===== config.mk =====
export PLATFORM = sky130hd
export DESIGN_NAME = ashleyjr_delay_line
export DESIGN_NICKNAME = d
export VERILOG_FILES = /design/src/rtl/ashleyjr_delay_line.sv
export SDC_FILE = /design/constraint.sdc
export NUM_CORES = 1
export LEC_CHECK = 0
export CAP_MARGIN = 30
export CORE_UTILIZATION = 55
export CTS_BUF_LIST = sky130_fd_sc_hd__clkbuf_16
export DETAILED_ROUTE_END_ITERATION = 7
export PLACE_DENSITY = 0.82
export SLEW_MARGIN = 20
export SYNTH_ARGS = -nofsm -noshare
export SYNTH_HDL_FRONTEND = slang
export SYNTH_SLANG_ARGS = --single-unit

===== constraint.sdc =====
create_clock -name clk -period 20.9 [get_ports clk]
set_input_delay 6.27 -clock clk [delete_from_list [all_inputs] [get_ports clk]]
set_output_delay 6.27 -clock clk [all_outputs]
set_load 0.03 [all_outputs]

===== src/rtl/ashleyjr_delay_line.sv =====
// Programmable delay line: an 8-bit sample shifts through DEPTH stages on
// every enabled clock, and a loadable tap selects which stage drives uo_out.
// A saturating fill counter reports when the selected tap holds real samples
// captured since the last reset.
module ashleyjr_delay_line #(
   parameter int DEPTH = 64,
   parameter int WIDTH = 8
) (
   input  logic             clk,
   input  logic             rst,
   input  logic             ena,
   input  logic [WIDTH-1:0] ui_in,
   output logic [WIDTH-1:0] uo_out,
   input  logic [7:0]       uio_in,
   output logic [7:0]       uio_out,
   output logic [7:0]       uio_oe
);

   localparam int TAP_W  = $clog2(DEPTH);
   localparam int FILL_W = TAP_W + 1;
   localparam logic [FILL_W-1:0] FILL_MAX = FILL_W'(DEPTH);

   logic [WIDTH-1:0]  stage [DEPTH];
   logic [TAP_W-1:0]  tap;
   logic [FILL_W-1:0] fill;
   logic              valid;
   logic              unused_bits;

   // Shift register: newest sample in stage[0], oldest falls off the end
   always_ff @(posedge clk or posedge rst) begin
      if (rst) begin
         for (int k = 0; k < DEPTH; k++) stage[k] <= '0;
      end else if (ena) begin
         stage[0] <= ui_in;
         for (int k = 1; k < DEPTH; k++) stage[k] <= stage[k-1];
      end
   end

   // Tap register, loaded on the same edge as that cycle's shift
   always_ff @(posedge clk or posedge rst) begin
      if (rst) begin
         tap <= '0;
      end else if (ena && uio_in[6]) begin
         tap <= uio_in[TAP_W-1:0];
      end
   end

   // Fill counter: counts enabled edges since reset, saturating at DEPTH
   always_ff @(posedge clk or posedge rst) begin
      if (rst) begin
         fill <= '0;
      end else if (ena && (fill != FILL_MAX)) begin
         fill <= fill + 1'b1;
      end
   end

   // Output mux and status: purely from registers, no path from the inputs
   always_comb begin
      uo_out  = stage[tap];
      valid   = (fill > {1'b0, tap});
      uio_out = {valid, 7'b0};
      uio_oe  = 8'b1000_0000;
   end

   // uio_in[7] carries no function
   assign unused_bits = &{1'b0, uio_in[7]};

endmodule


==> flow_summary.toml, run 1 <==
[outcome]
status = "finished, final reports clean"

[synthesis]
ys.warnings.count = 0
syn_inst = 1490
synth_edf_count = 0
avgSynthCellArea_um2 = 15.9
synth_ff_type = "dfrtp_1"
netlist_area_um2 = 23700
synthArstFlopShare_pct = 100
synth_cell_types = 47
ys_seq_elements = 525
ys_seq_area_share_pct = 55.4

[drt]
wl_per_cell_um = 20.8
ant_nets = 0
drtIter0Drc = 731
drc = 0
drt_first_pass_iters = 5
routed_wl_um = 43000
vias = 12600
vias_per_cell = 6.09

[sta]
setup_slack_ps = 9910
timing.final.crit_period_ps = 10990
tns_ps = 0
worstMarginPinSlew_ps = 1230
finalCritPeriodShare_pct = 52.6
finalMaxSlewViolations = 0
relSlewSlack_pct = 18.1
clock-skew-final_ps = 20.2
setup_viol_count_final = 0
fmax_mhz = 91.0
rsz0062_at_grt = "false"
hold_viol_final = 0

[hold_path]
hold_class = "flop to flop"
min_path_cells = 1
worstHoldStart = "stage[2]$_DFFE_PP0P_"
hold_end = "stage[2]$_DFFE_PP0P_"

[global_routing]
grt_max_degree = 187
gr-total-overflow = 0
first_global_vias = 13500
grt_use_total_pct = 20.5
grt_pass1_wl_um = 72300
antenna_found_initial = 0

[cells_and_area]
area_delta_synth_final_pct = 9.87
mostFrequentLayoutCells = "mux2_2, dfrtp_1, mux4_2"
stdcell_count = 2065
fin_nets = 1514
fill_cells = 3006
diodes = 0
fin_area_um2 = 26100
drive_gt1_share_pct = 48.7

[floorplanning]
coreArea_um2 = 42200
initial_core_util_pct = 56.2
fp-row-count = 75
die_width_um = 210
num_io_pins = 43
die-area_um2 = 44000
die_y_um = 210

[cts]
clock_latency_ps = 590
cts_buffers = 52
cts_setup_buffers = 0
cts.clk_slew.worst_paths_ps = 60
ctsHtreeMaxLevel = 2
cts.sinks = 525
root_buffer = "clkbuf_16"
cts_tree = "built"
hold_buffers = 0
clk_path_buf_depth = 3
post_cts_resized = 0

[power_and_ir_drop]
ir_drop_mv = 0.0717
cellPowerDensity_nw_per_um2 = 111
leakagePower_uw = 0.0120

[place]
dpl_cell_area_um2 = 24200
port-buffer-count = 26
dp_slack_ps = 10200
placed_cells = 1966
dp_hpwl_um = 26000
gp_routability_congestion = 0.775

[critical_path]
reg2reg_from = "fill[4]$_DFFE_PP0P_"
rr_endpoint = "fill[1]$_DFFE_PP0P_"
critPathKind = "flop to output port"
critPathMaxFanout = 53
reg2reg_slack_ps = 19450
cp.arrival_ps = 4720
startpoint_type = "flop"
cp-end-kind = "output port"
r2r_cells = 4
cp.required_ps = 14630

[flow_run]
cap_violations = 0
[final cells by class]
| type | count | area, µm² | share of cell area [%] |
|---|---|---|---|
| Clock buffer | 54 | 1350 | 5.18 |
| Clock inverter | 39 | 329 | 1.26 |
| Inverter | 9 | 37.5 | 0.144 |
| Multi-Input combinational cell | 851 | 9970 | 38.3 |
| Sequential cell | 525 | 13100 | 50.4 |
| Tap cell | 539 | 674 | 2.59 |
| Timing Repair Buffer | 48 | 552 | 2.12 |
[synth_stat cells (2+ instances only)]
master    number  area share (%)
dfrtp_1      525              55
mux2_2       522              25
mux4_2       122              12
clkbuf_1      69             1.1
a22oi_1       32             1.0
nand2_1       26            0.41
buf_4         19            0.60
nor2_1        13            0.21
o22ai_1       13            0.34
buf_2         11            0.23
a21oi_1       10            0.21
buf_1          9            0.14
mux2i_1        9            0.38
nor3_1         9            0.19
ha_1           8            0.42
inv_1          8            0.13
a221o_1        7            0.30
and2_1         7            0.18
nand3_1        6            0.13
a211oi_1       5            0.16
a311o_1        5            0.21
buf_6          5            0.24
and3_1         4            0.11
nor2b_1        4            0.11
xnor2_1        4            0.15
a21o_1         3           0.095
buf_12         3            0.25
nand3b_1       3           0.095
o21ai_0        3           0.063
o32ai_1        3            0.11
or2_2          3           0.079
conb_1         2           0.032
o21ai_1        2           0.042
o311ai_1       2           0.074
xor2_1         2           0.074
[metal layers]
| metal | vias up | routed length, µm | global-route usage [%] |
|---|---|---|---|
| met5 | - | 0 | 0 |
| met4 | 0 | 1120 | 6.70 |
| met3 | 69 | 1580 | 3.44 |
| met2 | 206 | 21300 | 33.5 |
| met1 | 6706 | 19000 | 28.4 |
| li1 | 5601 | - | - |
[logic make-up after synthesis]
logic type      synth area share [%]
mux                             36.7
flops                           55.4
buf+inv                         2.78
compound gates                  2.76
simple gates                    1.66
fa+ha+maj                      0.422
xor+xnor                       0.222
other cells                   0.0317
[through the flow]
stage | hold WS (ps) | total power [µW] | utilization [%]
2_1_floorplan | 465 | 1820 | -
3_3_place_gp | 485 | 1940 | 57.4
3_5_place_dp | 495 | 1980 | 57.4
4_1_cts | 507 | 2910 | 61.4
5_1_grt | 520 | 3030 | 61.7
6_report | 508 | 2890 | 61.7
[worst max-delay path: stages (launching register included)]
cell and delay [ps]:
dfrtp_4 890, buf_4 760, nor2b_1 810, a22oi_1 160, a21oi_1 180, nor3_1 70
a21oi_1 390, clkdlybuf4s50_1 770
[how the worst max path moves through the flow]
| stage | from | to | slack, ps | cells past startpoint |
|---|---|---|---|---|
| after floorplan | rst | fill[0]$_DFFE_PP0P_ | 7500 | 1 |
| after global placement | tap[0]$_DFFE_PP0P_ | uo_out[7] | 9750 | 8 |
| after detailed placement | tap[0]$_DFFE_PP0P_ | uo_out[7] | 10200 | 8 |
| after CTS | tap[0]$_DFFE_PP0P_ | uo_out[7] | 9560 | 8 |
| after global routing | tap[0]$_DFFE_PP0P_ | uo_out[0] | 9630 | 8 |
| final | tap[1]$_DFFE_PP0P_ | uo_out[1] | 9910 | 7 |
[where the power goes]
group          switching, µW  total, µW  internal [µW]
Sequential               164       1380           1220
Combinational            244        584            340
Clock                    385        923            538
Total                    793       2890           2100
[sequential cells by signal, indices dropped and copies added, names as in the netlist]
name   count
tap        6
stage    512
fill       7
(Power assumes the default switching activity.)
==> run 2, diff against run 1 <==
--- a/config.mk
+++ b/config.mk
@@ -9,7 +9,7 @@
 export CORE_UTILIZATION = 55
 export CTS_BUF_LIST = sky130_fd_sc_hd__clkbuf_16
 export DETAILED_ROUTE_END_ITERATION = 7
-export PLACE_DENSITY = 0.82
+export PLACE_DENSITY = 0.8
 export SLEW_MARGIN = 20
 export SYNTH_ARGS = -nofsm -noshare
 export SYNTH_HDL_FRONTEND = slang
==> constraint.sdc (replaced) <==
create_clock -name clk -period 10.75 [get_ports clk]
set_input_delay 3.225 -clock clk [delete_from_list [all_inputs] [get_ports clk]]
set_output_delay 3.225 -clock clk [all_outputs]
set_load 0.03 [all_outputs]
==> run 2 against run 1 <==
Against the previous run: sequential share of layout area rose by 0.24 points; final area fell by 0.48%; combinational power rose by 90%; worst setup slack got worse by 6800 ps; sequential power rose by 96%; clock-buffer cell count did not move; non-clock buffer count fell by 8; utilization fell by 0.30 points; die area did not move; largest cell class unchanged.
==> flow_summary.toml, run 2 (same netlist as run 1, synthesis figures left out) <==
[place]
dp_slack_ps = 3650
gp_routability_congestion = 0.769
dp_hpwl_um = 25500
port-buffer-count = 26

[global_routing]
grt_max_degree = 197
gr-total-overflow = 0
first_global_vias = 13300
grt_pass1_wl_um = 70500
grt_use_total_pct = 20.0
antenna_found_initial = 0

[power_and_ir_drop]
ir_drop_mv = 0.136
power_uw = 5530
cellPowerDensity_nw_per_um2 = 213
leakagePower_uw = 0.0119

[cts]
root_buffer = "clkbuf_16"
ctsHtreeMaxLevel = 2
cts.clk_slew.worst_paths_ps = 60
cts_buffers = 53
clock_latency_ps = 600
cts_setup_buffers = 0
cts_tree = "built"
clk_path_buf_depth = 3
post_cts_resized = 0
cts.sinks = 525
hold_buffers = 0

[cells_and_area]
multiInputGateArea_um2 = 9970
fin_nets = 1507
diodes = 0
area_delta_synth_final_pct = 9.34
seq_area_um2 = 13100
mostFrequentLayoutCells = "mux2_2, dfrtp_1, mux4_2"
largest_reg_flops = 512
drive_gt1_share_pct = 48.0
reg.largest.list = "stage: 512 flops, fill: 7 flops, tap: 6 flops"
regMostFlops = "stage"
fill_cells = 3036

[drt]
drtIter0Drc = 910
routed_wl_um = 41900
ant_nets = 0
vias = 12400
vias_per_cell = 6.02
wl_per_cell_um = 20.3
drt_first_pass_iters = 5
drc = 0

[sta]
setup_viol_count_final = 0
worstMarginPinSlew_ps = 1080
fmax_mhz = 131
setup_slack_ps = 3130
clock-skew-final_ps = 13.8
finalCritPeriodShare_pct = 70.9
tns_ps = 0
rsz0062_at_grt = "false"
timing.final.crit_period_ps = 7620
finalMaxSlewViolations = 0
relSlewSlack_pct = 27.8
hold_viol_final = 0

[flow_run]
cap_violations = 0

[floorplanning]
die_y_um = 210
initial_core_util_pct = 56.2
num_io_pins = 43
die-area_um2 = 44000
fp-row-count = 75
die_width_um = 210
coreArea_um2 = 42200

[hold_path]
worstHoldStart = "stage[2]$_DFFE_PP0P_"
hold_end = "stage[2]$_DFFE_PP0P_"
hold_class = "flop to flop"
min_path_cells = 1

[critical_path]
reg2reg_from = "tap[2]$_DFFE_PP0P_"
cp.required_ps = 7530
startpoint_type = "flop"
r2r_cells = 2
reg2reg_slack_ps = 8970
critPathKind = "flop to output port"
cp.arrival_ps = 4390
critPathMaxFanout = 62
crit_path_cell_trace = "buf_4, mux4_2, nor2_1, o32ai_1, o311ai_1, a21oi_1, clkdlybuf4s50_1"
critPathBufInv = 2
rr_endpoint = "tap[2]$_DFFE_PP0P_"
cp-end-kind = "output port"
critPathTopFamily = "buffers and inverters"
critPathMaxStageDelay_ps = 1040
slowest_stage = "dfrtp_4"

[outcome]
status = "finished, final reports clean"
run 2: power by group:
group | internal [µW] | switching, µW | leakage (µW)
sequential | 2370 | 329 | 0.00691
combinational | 656 | 450 | 0.00418
clock | 957 | 763 | 0.000853
total | 3990 | 1540 | 0.0119
run 2: worst max-delay path by stage:
| stage | slack (ps) | start | to | cells after the start |
|---|---|---|---|---|
| 4_1_cts | 2990 | tap[1]$_DFFE_PP0P_ | uo_out[1] | 7 |
| 3_3_place_gp | 3560 | tap[0]$_DFFE_PP0P_ | uo_out[6] | 6 |
| 2_1_floorplan | 390 | rst | fill[0]$_DFFE_PP0P_ | 1 |
| 5_1_grt | 2820 | tap[0]$_DFFE_PP0P_ | uo_out[3] | 8 |
| 6_report | 3130 | tap[1]$_DFFE_PP0P_ | uo_out[1] | 7 |
| 3_5_place_dp | 3650 | tap[1]$_DFFE_PP0P_ | uo_out[1] | 7 |
run 2: metrics by stage:
stage	std cells	instance area, µm²	hold slack [ps]	util (%)
2_1_floorplan	1503	23800	465	-
3_3_place_gp	1961	24200	484	57.4
3_5_place_dp	1962	24300	492	57.5
4_1_cts	2062	25900	506	61.3
5_1_grt	2064	25900	525	61.4
6_report	2064	25900	503	61.4
run 2: area by class of cell:
cell class / instances / area share, %
clock buffers: 54 / 5.21
clock inverters: 46 / 1.04
inverters: 9 / 0.145
multi-input cells: 851 / 38.4
flip-flops and latches: 525 / 50.7
well taps: 539 / 2.60
repair buffers: 40 / 1.87
run 2: worst reg2reg max path, cell delays in order (launching register included):
cell	delay, ps
dfrtp_2	820
buf_4	620
mux2_2	270
run 2: metal layers:
metal / share of wire, % / vias to the layer above / track usage (%) / routed length, µm
li1: - / 5568 / - / -
met2: 50 / 147 / 32.4 / 20800
met3: 2.9 / 56 / 3.23 / 1210
met5: 0 / - / 0 / 0
met1: 46 / 6655 / 28.2 / 19100
met4: 1.9 / 0 / 5.39 / 812
